<file path="config.mk">
export PLATFORM = sky130hd
export DESIGN_NAME = dwc_downconv_hold_queue_rd
export DESIGN_NICKNAME = d
export VERILOG_FILES = /design/src/rtl/dwc_rd_cmd_pkg.sv /design/src/rtl/dwc_rd_cmd_decode.sv /design/src/rtl/dwc_downconv_hold_queue_rd.sv
export SDC_FILE = /design/constraint.sdc
export NUM_CORES = 1
export LEC_CHECK = 0
export BUFFER_PORTS_ARGS = -buffer_cell sky130_fd_sc_hd__buf_2
export CAP_MARGIN = 10
export CORE_UTILIZATION = 50
export CTS_CLUSTER_SIZE = 8
export DETAILED_ROUTE_END_ITERATION = 8
export HOLD_SLACK_MARGIN = 0.1
export PLACE_DENSITY = 0.75
export SLEW_MARGIN = 20
export SYNTH_ARGS = -nofsm -noshare
export SYNTH_HDL_FRONTEND = slang
export SYNTH_SLANG_ARGS = --single-unit
</file>
<file path="constraint.sdc">
create_clock -name ACLK -period 2.45 [get_ports ACLK]
set_clock_uncertainty 0.1 [all_clocks]
set_input_delay 0.245 -clock ACLK [delete_from_list [all_inputs] [get_ports ACLK]]
set_output_delay 0.245 -clock ACLK [all_outputs]
set_load 0.01 [all_outputs]
</file>
<file path="src/rtl/dwc_rd_cmd_pkg.sv">
// Shared definitions for the DWC down-converter read-command path:
// default command-field offsets and the pre-decoded side-band record.
package dwc_rd_cmd_pkg;

    localparam int ID_WIDTH_DEF  = 4;
    localparam int ADDR_W_DEF    = 6;
    localparam int MADDR_LSB_DEF = 23;
    localparam int MSIZE_LSB_DEF = 8;
    localparam int SSIZE_LSB_DEF = 11;
    localparam int SMAX_LSB_DEF  = 1;
    // These two sit above the ID field, so the ID width is added at the use site.
    localparam int SCNT_OFS      = 30;
    localparam int FIXED_OFS     = 36;

    // Six ADDR_W fields, the (ADDR_W+1)-bit slave one-hot and the equality flag.
    function automatic int dec_width(input int aw);
        return 7 * aw + 2;
    endfunction

    typedef struct packed {
        logic [ADDR_W_DEF-1:0] mask_mst;
        logic [ADDR_W_DEF-1:0] mask_slv;
        logic                  size_eq;
        logic [ADDR_W_DEF-1:0] maddr_masked;
        logic [ADDR_W_DEF-1:0] second_addr;
        logic [ADDR_W_DEF-1:0] scnt_p1;
        logic [ADDR_W_DEF:0]   slv_one_hot;
        logic [ADDR_W_DEF-1:0] smax_ext;
    } rd_cmd_dec_t;

endpackage

</file>
<file path="src/rtl/dwc_rd_cmd_decode.sv">
// Combinational pre-decode of one read command word into the side-band
// values the read control FSM needs, packed in rd_cmd_dec_t field order.
module dwc_rd_cmd_decode
    import dwc_rd_cmd_pkg::*;
#(
    parameter int CMD_W     = 37 + ID_WIDTH_DEF,
    parameter int ADDR_W    = ADDR_W_DEF,
    parameter int MADDR_LSB = MADDR_LSB_DEF,
    parameter int MSIZE_LSB = MSIZE_LSB_DEF,
    parameter int SSIZE_LSB = SSIZE_LSB_DEF,
    parameter int SMAX_LSB  = SMAX_LSB_DEF,
    parameter int SCNT_LSB  = SCNT_OFS + ID_WIDTH_DEF,
    parameter int FIXED_BIT = FIXED_OFS + ID_WIDTH_DEF,
    parameter int DEC_W     = dec_width(ADDR_W)
)(
    input  logic [CMD_W-1:0] cmd_word,
    output logic [DEC_W-1:0] cmd_dec
);

    typedef struct packed {
        logic [ADDR_W-1:0] mask_mst;
        logic [ADDR_W-1:0] mask_slv;
        logic              size_eq;
        logic [ADDR_W-1:0] maddr_masked;
        logic [ADDR_W-1:0] second_addr;
        logic [ADDR_W-1:0] scnt_p1;
        logic [ADDR_W:0]   slv_one_hot;
        logic [ADDR_W-1:0] smax_ext;
    } dec_t;

    logic [2:0]        msize;
    logic [2:0]        ssize;
    logic [ADDR_W-1:0] maddr;
    logic [ADDR_W-1:0] smax;
    logic [ADDR_W-1:0] scnt;
    logic              fixed;
    logic [ADDR_W:0]   mst_one_hot;
    logic [ADDR_W:0]   slv_one_hot;
    logic [ADDR_W:0]   mst_low;
    logic [ADDR_W:0]   slv_low;
    logic              unused_cmd_bits;
    dec_t              dec;

    assign msize = cmd_word[MSIZE_LSB +: 3];
    assign ssize = cmd_word[SSIZE_LSB +: 3];
    assign maddr = cmd_word[MADDR_LSB +: ADDR_W];
    assign smax  = cmd_word[SMAX_LSB +: ADDR_W];
    assign scnt  = cmd_word[SCNT_LSB +: ADDR_W];
    assign fixed = cmd_word[FIXED_BIT];

    // Shifts are one bit wider than ADDR_W so a size equal to ADDR_W still
    // yields a correct all-ones low mask before truncation.
    assign mst_one_hot = (ADDR_W+1)'(1) << msize;
    assign slv_one_hot = (ADDR_W+1)'(1) << ssize;
    assign mst_low     = mst_one_hot - (ADDR_W+1)'(1);
    assign slv_low     = slv_one_hot - (ADDR_W+1)'(1);

    always_comb begin
        dec              = '0;
        dec.mask_mst     = ADDR_W'(mst_low & ~slv_low);
        dec.mask_slv     = ADDR_W'(~slv_low);
        dec.size_eq      = (scnt == smax);
        dec.maddr_masked = maddr & ~ADDR_W'(mst_low);
        dec.second_addr  = maddr + ADDR_W'(slv_one_hot);
        dec.scnt_p1      = fixed ? scnt : scnt + ADDR_W'(1);
        dec.slv_one_hot  = slv_one_hot;
        dec.smax_ext     = ADDR_W'({1'b0, smax} << ssize);
    end

    assign cmd_dec = dec;

    // Only the size/address fields matter here; the rest of the word is carried by the queue.
    assign unused_cmd_bits = ^cmd_word;

endmodule

</file>
<file path="src/rtl/dwc_downconv_hold_queue_rd.sv">
// Read-command holding queue between the show-ahead command FIFO and the
// down-converter read FSM; stores each word with its load-time decode.
module dwc_downconv_hold_queue_rd
    import dwc_rd_cmd_pkg::*;
#(
    parameter int ID_WIDTH            = ID_WIDTH_DEF,
    parameter int CMD_FIFO_DATA_WIDTH = 37 + ID_WIDTH,
    parameter int DEPTH               = 2,
    parameter int ADDR_W              = ADDR_W_DEF,
    parameter int MADDR_LSB           = MADDR_LSB_DEF,
    parameter int MSIZE_LSB           = MSIZE_LSB_DEF,
    parameter int SSIZE_LSB           = SSIZE_LSB_DEF,
    parameter int SMAX_LSB            = SMAX_LSB_DEF,
    parameter int SCNT_LSB            = SCNT_OFS + ID_WIDTH,
    parameter int FIXED_BIT           = FIXED_OFS + ID_WIDTH
)(
    input  logic                             ACLK,
    input  logic                             sysReset,
    input  logic [CMD_FIFO_DATA_WIDTH-1:0]   hold_data_in,
    input  logic                             hold_fifo_empty,
    input  logic                             hold_get_next_data,
    input  logic                             flush,
    output logic                             hold_fifo_rd_en,
    output logic [CMD_FIFO_DATA_WIDTH-1:0]   hold_data_out,
    output logic                             hold_reg_empty,
    output logic [$clog2(DEPTH+1)-1:0]       hold_count,
    output logic [ADDR_W-1:0]                mask_mstSize,
    output logic [ADDR_W-1:0]                mask_slvSize,
    output logic                             sizeCnt_comb_EQ_SizeMax,
    output logic [ADDR_W-1:0]                master_ADDR_masked,
    output logic [ADDR_W-1:0]                second_Beat_Addr,
    output logic [ADDR_W-1:0]                sizeCnt_comb_P1,
    output logic [ADDR_W:0]                  slaveSize_one_hot_hold,
    output logic [ADDR_W-1:0]                sizeMax_extend
);

    localparam int CNT_W = $clog2(DEPTH + 1);
    localparam int PTR_W = (DEPTH > 1) ? $clog2(DEPTH) : 1;
    localparam int DEC_W = dec_width(ADDR_W);

    typedef struct packed {
        logic [ADDR_W-1:0] mask_mst;
        logic [ADDR_W-1:0] mask_slv;
        logic              size_eq;
        logic [ADDR_W-1:0] maddr_masked;
        logic [ADDR_W-1:0] second_addr;
        logic [ADDR_W-1:0] scnt_p1;
        logic [ADDR_W:0]   slv_one_hot;
        logic [ADDR_W-1:0] smax_ext;
    } dec_t;

    logic [CMD_FIFO_DATA_WIDTH-1:0] word_mem [DEPTH];
    logic [DEC_W-1:0]               dec_mem  [DEPTH];
    logic [PTR_W-1:0]               wr_ptr;
    logic [PTR_W-1:0]               rd_ptr;
    logic [CNT_W-1:0]               count;
    logic [CMD_FIFO_DATA_WIDTH-1:0] head_word;
    logic [CMD_FIFO_DATA_WIDTH-1:0] head_word_nxt;
    dec_t                           head_dec;
    dec_t                           head_dec_nxt;
    logic [DEC_W-1:0]               dec_in;
    logic                           push;
    logic                           pop;

    function automatic logic [PTR_W-1:0] ptr_inc(input logic [PTR_W-1:0] p);
        return (p == PTR_W'(DEPTH - 1)) ? '0 : p + PTR_W'(1);
    endfunction

    dwc_rd_cmd_decode #(
        .CMD_W     (CMD_FIFO_DATA_WIDTH),
        .ADDR_W    (ADDR_W),
        .MADDR_LSB (MADDR_LSB),
        .MSIZE_LSB (MSIZE_LSB),
        .SSIZE_LSB (SSIZE_LSB),
        .SMAX_LSB  (SMAX_LSB),
        .SCNT_LSB  (SCNT_LSB),
        .FIXED_BIT (FIXED_BIT),
        .DEC_W     (DEC_W)
    ) u_decode (
        .cmd_word (hold_data_in),
        .cmd_dec  (dec_in)
    );

    // A pop frees a slot in the same cycle, so a full queue can still refill
    // while draining and back-to-back bursts see no bubble.
    assign pop             = hold_get_next_data & (count != '0) & ~flush;
    assign hold_fifo_rd_en = sysReset & ~hold_fifo_empty & ~flush
                             & ((count < CNT_W'(DEPTH)) | pop);
    assign push            = hold_fifo_rd_en;

    // Head registers keep the last popped command when the queue drains.
    always_comb begin
        head_word_nxt = head_word;
        head_dec_nxt  = head_dec;
        if (!flush) begin
            if (push && ((count == '0) || (pop && (count == CNT_W'(1))))) begin
                head_word_nxt = hold_data_in;
                head_dec_nxt  = dec_in;
            end else if (pop && (count > CNT_W'(1))) begin
                head_word_nxt = word_mem[ptr_inc(rd_ptr)];
                head_dec_nxt  = dec_mem[ptr_inc(rd_ptr)];
            end
        end
    end

    always_ff @(posedge ACLK or negedge sysReset) begin
        if (!sysReset) begin
            count     <= '0;
            wr_ptr    <= '0;
            rd_ptr    <= '0;
            head_word <= '0;
            head_dec  <= '0;
            for (int i = 0; i < DEPTH; i++) begin
                word_mem[i] <= '0;
                dec_mem[i]  <= '0;
            end
        end else if (flush) begin
            count  <= '0;
            wr_ptr <= '0;
            rd_ptr <= '0;
        end else begin
            if (push) begin
                word_mem[wr_ptr] <= hold_data_in;
                dec_mem[wr_ptr]  <= dec_in;
                wr_ptr           <= ptr_inc(wr_ptr);
            end
            if (pop) begin
                rd_ptr <= ptr_inc(rd_ptr);
            end
            if (push && !pop) begin
                count <= count + CNT_W'(1);
            end else if (pop && !push) begin
                count <= count - CNT_W'(1);
            end
            head_word <= head_word_nxt;
            head_dec  <= head_dec_nxt;
        end
    end

    always @(posedge ACLK) begin
        if (sysReset) begin
            assert (count <= CNT_W'(DEPTH));
        end
    end

    assign hold_data_out           = head_word;
    assign hold_reg_empty          = (count == '0);
    assign hold_count              = count;
    assign mask_mstSize            = head_dec.mask_mst;
    assign mask_slvSize            = head_dec.mask_slv;
    assign sizeCnt_comb_EQ_SizeMax = head_dec.size_eq;
    assign master_ADDR_masked      = head_dec.maddr_masked;
    assign second_Beat_Addr        = head_dec.second_addr;
    assign sizeCnt_comb_P1         = head_dec.scnt_p1;
    assign slaveSize_one_hot_hold  = head_dec.slv_one_hot;
    assign sizeMax_extend          = head_dec.smax_ext;

endmodule

</file>
Word level (Yosys, flattened, before mapping)
Index checks and enable logic that the tools add are counted.
Word-level totals
  register bits after elaboration: 259
  output and inout port bits: 89
  word-level logic and storage cells: 91
  bits of input ports: 46
Cells by class
  bitwise operators: 14
  equality and inequality tests: 2
  multiplexer cells: 26
  order comparisons: 5
  shift-type cells: 3
  add/subtract/negate cells: 8
  reductions and logical operators: 17
Operator list (number)
  two-way mux 44 bit: 6
  two-way mux 41 bit: 6
  bitwise mux 88 bit: 1
  bitwise mux 82 bit: 1
  demux 44 bit (select 1 bit): 1
  demux 41 bit (select 1 bit): 1
  AND 6 bit: 2
  inverter 6 bit: 2
  subtractor 6 x 1 -> 6 bit, second input constant: 2
  nonzero test 2 bit: 4
  << shifter 1 x 3 -> 7 bit, first input constant: 1
  adder 6 x 1 -> 6 bit, second input constant: 1
  adder 6 bit: 1
  equality test 6 bit: 1
  logical AND 1 bit: 6
  two-way mux 1 bit: 6
  two-way mux 2 bit: 3
  two-way mux 6 bit: 1
  << shifter 1 x 3 -> 6 bit, first input constant: 1
  << shifter 6 x 3 -> 6 bit: 1
  AND 1 bit: 5
  greater-or-equal comparator 2 bit, second input constant: 2
  inverter 1 -> 2 bit: 2
  AND reduction 2 bit: 2
  13 further kinds: 16

Depth between registers and ports, before layout
  depth after elaboration: 10
  mapped depth: 12

Cells and area by module
Synthesis repeated with hierarchy kept, for this count alone.
Second synthesis, totals
  cell total of the unflattened synthesis: 944
  area, all modules: 12588.3 µm²
By module, submodules not included
  dwc_downconv_hold_queue_rd: instances 1, cells each 846, area each 11885.1 µm², seq. area each 6481.2 µm²
  dwc_rd_cmd_decode: instances 1, cells each 98, area each 703.2 µm², seq. area each 0.0 µm²

Worst setup path after synthesis
No wires, ideal clock.
  path type: input to register
  from: in hold_data_in[12]
  to: reg dec_mem[68] in the netlist's numbering
  cell stages on the path: 11
  path slack: 11 ps
  arrival time: 2211 ps
  data required time: 2222 ps
  cell sequence: buf_2 buf_2 nor2_1 nand2_1 inv_1 ha_1 a21o_1 maj3_1 a311oi_2 xnor2_1 o21ai_1
On the way
  cells in the longest elaborated chain, start to end: 3
RTL lines
  start: declaration: RTL line dwc_downconv_hold_queue_rd.sv:19  | input logic [CMD_FIFO_DATA_WIDTH-1:0] hold_data_in,
  << shifter 1 x 3 -> 7 bit: RTL line dwc_rd_cmd_decode.sv:54  | assign slv_one_hot = (ADDR_W+1)'(1) << ssize;
  via dec_in[7]: RTL line dwc_downconv_hold_queue_rd.sv:61  | logic [DEC_W-1:0] dec_in;
  adder 6 bit: RTL line dwc_rd_cmd_decode.sv:64  | dec.second_addr = maddr + ADDR_W'(slv_one_hot);
  bitwise mux 88 bit: RTL line dwc_downconv_hold_queue_rd.sv:124  | dec_mem[wr_ptr] <= dec_in;
  end signal: indexed assignment: RTL line dwc_downconv_hold_queue_rd.sv:124
  end: declaration: RTL line dwc_downconv_hold_queue_rd.sv:53  | logic [DEC_W-1:0] dec_mem [DEPTH];
The timed path passes the listed nets, and every way through them passes these cells.
A chain may end at the register's enable or synchronous reset.

Worst setup path after layout
  from: in hold_data_in[12]
  to: reg head_dec (netlist bit second_Beat_Addr[4])
On the way
  cells in the longest elaborated chain, start to end: 3
RTL lines
  << shifter 1 x 3 -> 7 bit: RTL line dwc_rd_cmd_decode.sv:54
  adder 6 bit: RTL line dwc_rd_cmd_decode.sv:64
  two-way mux 44 bit: RTL line dwc_downconv_hold_queue_rd.sv:96  | if (push && ((count == '0) || (pop && (count == CNT_W'(1))))) begin
  end signal: assignment: RTL line dwc_downconv_hold_queue_rd.sv:136  | head_dec <= head_dec_nxt;
  end: declaration: RTL line dwc_downconv_hold_queue_rd.sv:59  | dec_t head_dec;
No other way between the ends.

==> flow_metrics.py <==
metrics = {
    "detailed_routing": {
        "drc": 0,
        "drt.antenna.violating_nets": 0,
        "vias": 8794,
        "avgViaCountPerCell": 5.74,
        "initialDrtViolationCount": 554,
        "wl_per_cell_um": 19.7,
        "wl_um": 30200,
        "first_pass_iters": 7,
    },
    "setup_path": {
        "critPathLaunchType": "input pin",
        "worst-path-max-fanout": 3,
        "critical_path.max_stage_delay_ns": 0.53,
        "path_class": "in -> reg",
        "path_cells": "dlygate4sd3_1 > buf_2 > nor2_2 > buf_4 > nand2_1 > inv_1 > ha_2 > fa_2 > o21ai_1 > o21ai_0 > a32oi_1 > xor2_1 > o221ai_1",
        "cpMaxStageDelayCell": "dlygate4sd3_1",
        "arrival_ns": 2.74,
        "required_ns": 2.73,
        "endpoint_kind": "register",
    },
    "final_layout": {
        "nets": 1298,
        "drive_above_1_share_pct": 21.4,
        "multi_input_area_mm2": 0.00483,
        "seq_area_mm2": 0.00641,
        "fillers": 1760,
        "instances_no_fill": 1533,
        "fin_area_mm2": 0.0142,
        "most-common-layout-cells": "nand2_1 (283), dfrtp_1 (255), buf_2 (133)",
        "area_growth_syn_to_layout_pct": 22.1,
        "final_common_cell": "nand2_1",
    },
    "run": {
        "maxCapViolations": 0,
    },
    "placed_design": {
        "dp.cells": 1445,
        "io_buffers": 134,
        "dpl.hpwl_um": 18900,
        "gp_congestion": 0.828,
        "post-place-ws_ns": 0.0382,
        "placed_area_mm2": 0.0127,
    },
    "sta": {
        "setup_tns_ns": -0.0148,
        "max_freq_ghz": 0.406,
        "period_share_pct": 101,
        "worst_pin_slew_ns": 0.724,
        "slew_violations": 0,
        "finalHoldViolCount": 0,
        "worst_slack_ns": -0.0148,
        "finalCriticalPeriod_ns": 2.46,
        "slew_headroom_pct": 51.7,
        "setup_viol": 1,
    },
    "clocking": {
        "htreeDepth": 2,
        "clockBufferDepth": 3,
        "clock-sinks": 256,
        "clkTransAtPathRegs_ns": 0.05,
        "clock_latency_ns": 0.51,
        "cts_tree": "built",
        "cts_root_buffer": "clkbuf_16",
        "cts_buffers": 37,
    },
    "synthesis": {
        "synth_cell_types": 52,
        "syn_area_mm2": 0.0116,
        "synth-edff-count": 0,
        "ys_ff_latch": 256,
        "postSynthCellCount": 1077,
        "ys.flop_type": "dfrtp_1",
        "yosysSeqAreaShare_pct": 55.1,
        "syn_nets": 1130,
        "yosys_warnings": 0,
        "avgSynthCellArea_um2": 10.8,
        "postSynth.asyncResetShare_pct": 100,
    },
    "floorplanning": {
        "ioPinCount": 135,
        "die_height_um": 154,
        "coreArea_mm2": 0.0227,
        "die_w_um": 154,
        "initial_utilization_pct": 51.2,
        "rows": 55,
        "die-area_mm2": 0.0239,
    },
    "pwr": {
        "power_leakage_nw": 6.38,
        "power_mw": 16.7,
        "p_per_area_mw_per_mm2": 1170,
        "seq_power_share_pct": 43.1,
        "p_int_mw": 11.2,
        "p_sw_mw": 5.46,
        "peakVddDrop_mv": 0.693,
        "power_frac_comb_pct": 29.8,
        "p_clk_share_pct": 27.1,
        "sw_frac_of_total_pct": 32.8,
    },
    "hold_path": {
        "hp-class": "in -> reg",
    },
    "status": {
        "status": "finished with violations",
        "violations": "negative setup slack",
    },
    "global_routing": {
        "grt_first_pass_wirelength_um": 49100,
        "gr-usage-all-layers_pct": 26.2,
        "grt_max_degree": 76,
        "antenna_found_initial": 1,
        "grt_pass1_vias": 8976,
        "overflow": 0,
    },
}
## path summary, 6_finish.rpt
check	from	endpoint	slack, ns	cells past startpoint
setup reg to reg	hold_count[1]	word_mem[38]	0.20	7
min in group asynchronous	sysReset	mask_mstSize[2]	0.34	3
hold / removal	hold_get_next_data	rd_ptr	0.15	4
max in group asynchronous	sysReset	hold_data_out[29]	0.71	4
hold reg to reg	word_mem[42]	word_mem[42]	0.37	2
setup / recovery	hold_data_in[12]	second_Beat_Addr[4]	-0.01	13
## Yosys cell counts, types with 15 or more instances
cell type    n  area (um2)
mux2_1      42         473
nor2_1      39         146
o21ai_1     46         230
a221oi_2    20         300
dfrtp_1    256        6410
clkbuf_1    31         116
o211ai_1    15         113
mux2i_1     89         891
buf_2       43         215
o21ai_0     61         305
o221a_1     30         338
nand2_1    284        1070
## cell type report
cell class / count / share of cell area, %
sequential: 256 / 45.2
timing repair buffer: 216 / 11.2
clock inverter: 1 / 0.0617
multi-input combinational: 728 / 34.0
tap: 285 / 2.51
inverter: 6 / 0.159
clock buffer: 40 / 6.90
antenna: 1 / 0.0176
## worst max-delay path: cells and delay by family
family                   cells  cell delay, ns
adder cells (fa/ha/maj)      2            0.56
XOR/XNOR                     1            0.25
buffers and inverters        4            0.86
AO/OA/AOI/OAI                4            0.69
AND/OR/NAND/NOR              2            0.14
## state kept, by name, indices dropped and copies added, names as in the netlist
signal                   cells
dec_mem                     86
sizeMax_extend               6
rd_ptr                       1
hold_data_out               41
sizeCnt_comb_EQ_SizeMax      1
word_mem                    82
hold_count                   2
second_Beat_Addr             6
mask_mstSize                 6
master_ADDR_masked           6
wr_ptr                       1
sizeCnt_comb_P1              6
slaveSize_one_hot_hold       6
mask_slvSize                 6
## routing by layer
layer | GRT usage (%) | up-vias | routed length [um]
li1 | - | 4072 | -
met1 | 36.2 | 4367 | 13400
met2 | 40.7 | 296 | 13900
met3 | 5.44 | 59 | 1950
met4 | 10.1 | 0 | 884
met5 | 0 | - | 0
## power by group through the flow
stage | sequential (mW) | clock (mW) | combinational [mW]
final | 7.19 | 4.52 | 4.97
after global routing | 7.39 | 4.78 | 5.50
after CTS | 7.17 | 4.59 | 4.95
after detailed placement | 7.21 | 0 | 4.86
after global placement | 7.16 | 0 | 4.69
after floorplan | 7.16 | 0 | 3.01
## timing repair
action                                  CTS  global route
gates resized for setup                   0             9
setup buffers                             0             1
endpoints found under the setup margin    0            48
hold endpoints to repair                286             0
hold buffers                             44             0
## per-stage QoR
stage	utilization, %	hold WS [ns]
2_1_floorplan	-	-0.151
3_3_place_gp	55.9	0.295
3_5_place_dp	55.9	0.295
4_1_cts	62.2	0.149
5_1_grt	62.5	0.185
6_report	62.5	0.154
## kinds of logic after synthesis
family                     Yosys count  synth area share, %
muxes                              133                 12.0
xor gates and xnor gates            21                 1.58
adders and majority gates            8                0.904
buffers and inverters               93                 3.89
AOI/OAI and AO/OA                  208                 14.0
DFF                                256                 55.1
and+or+nand+nor                    358                 12.4
Note: power is estimated with default switching activity, not from simulation.
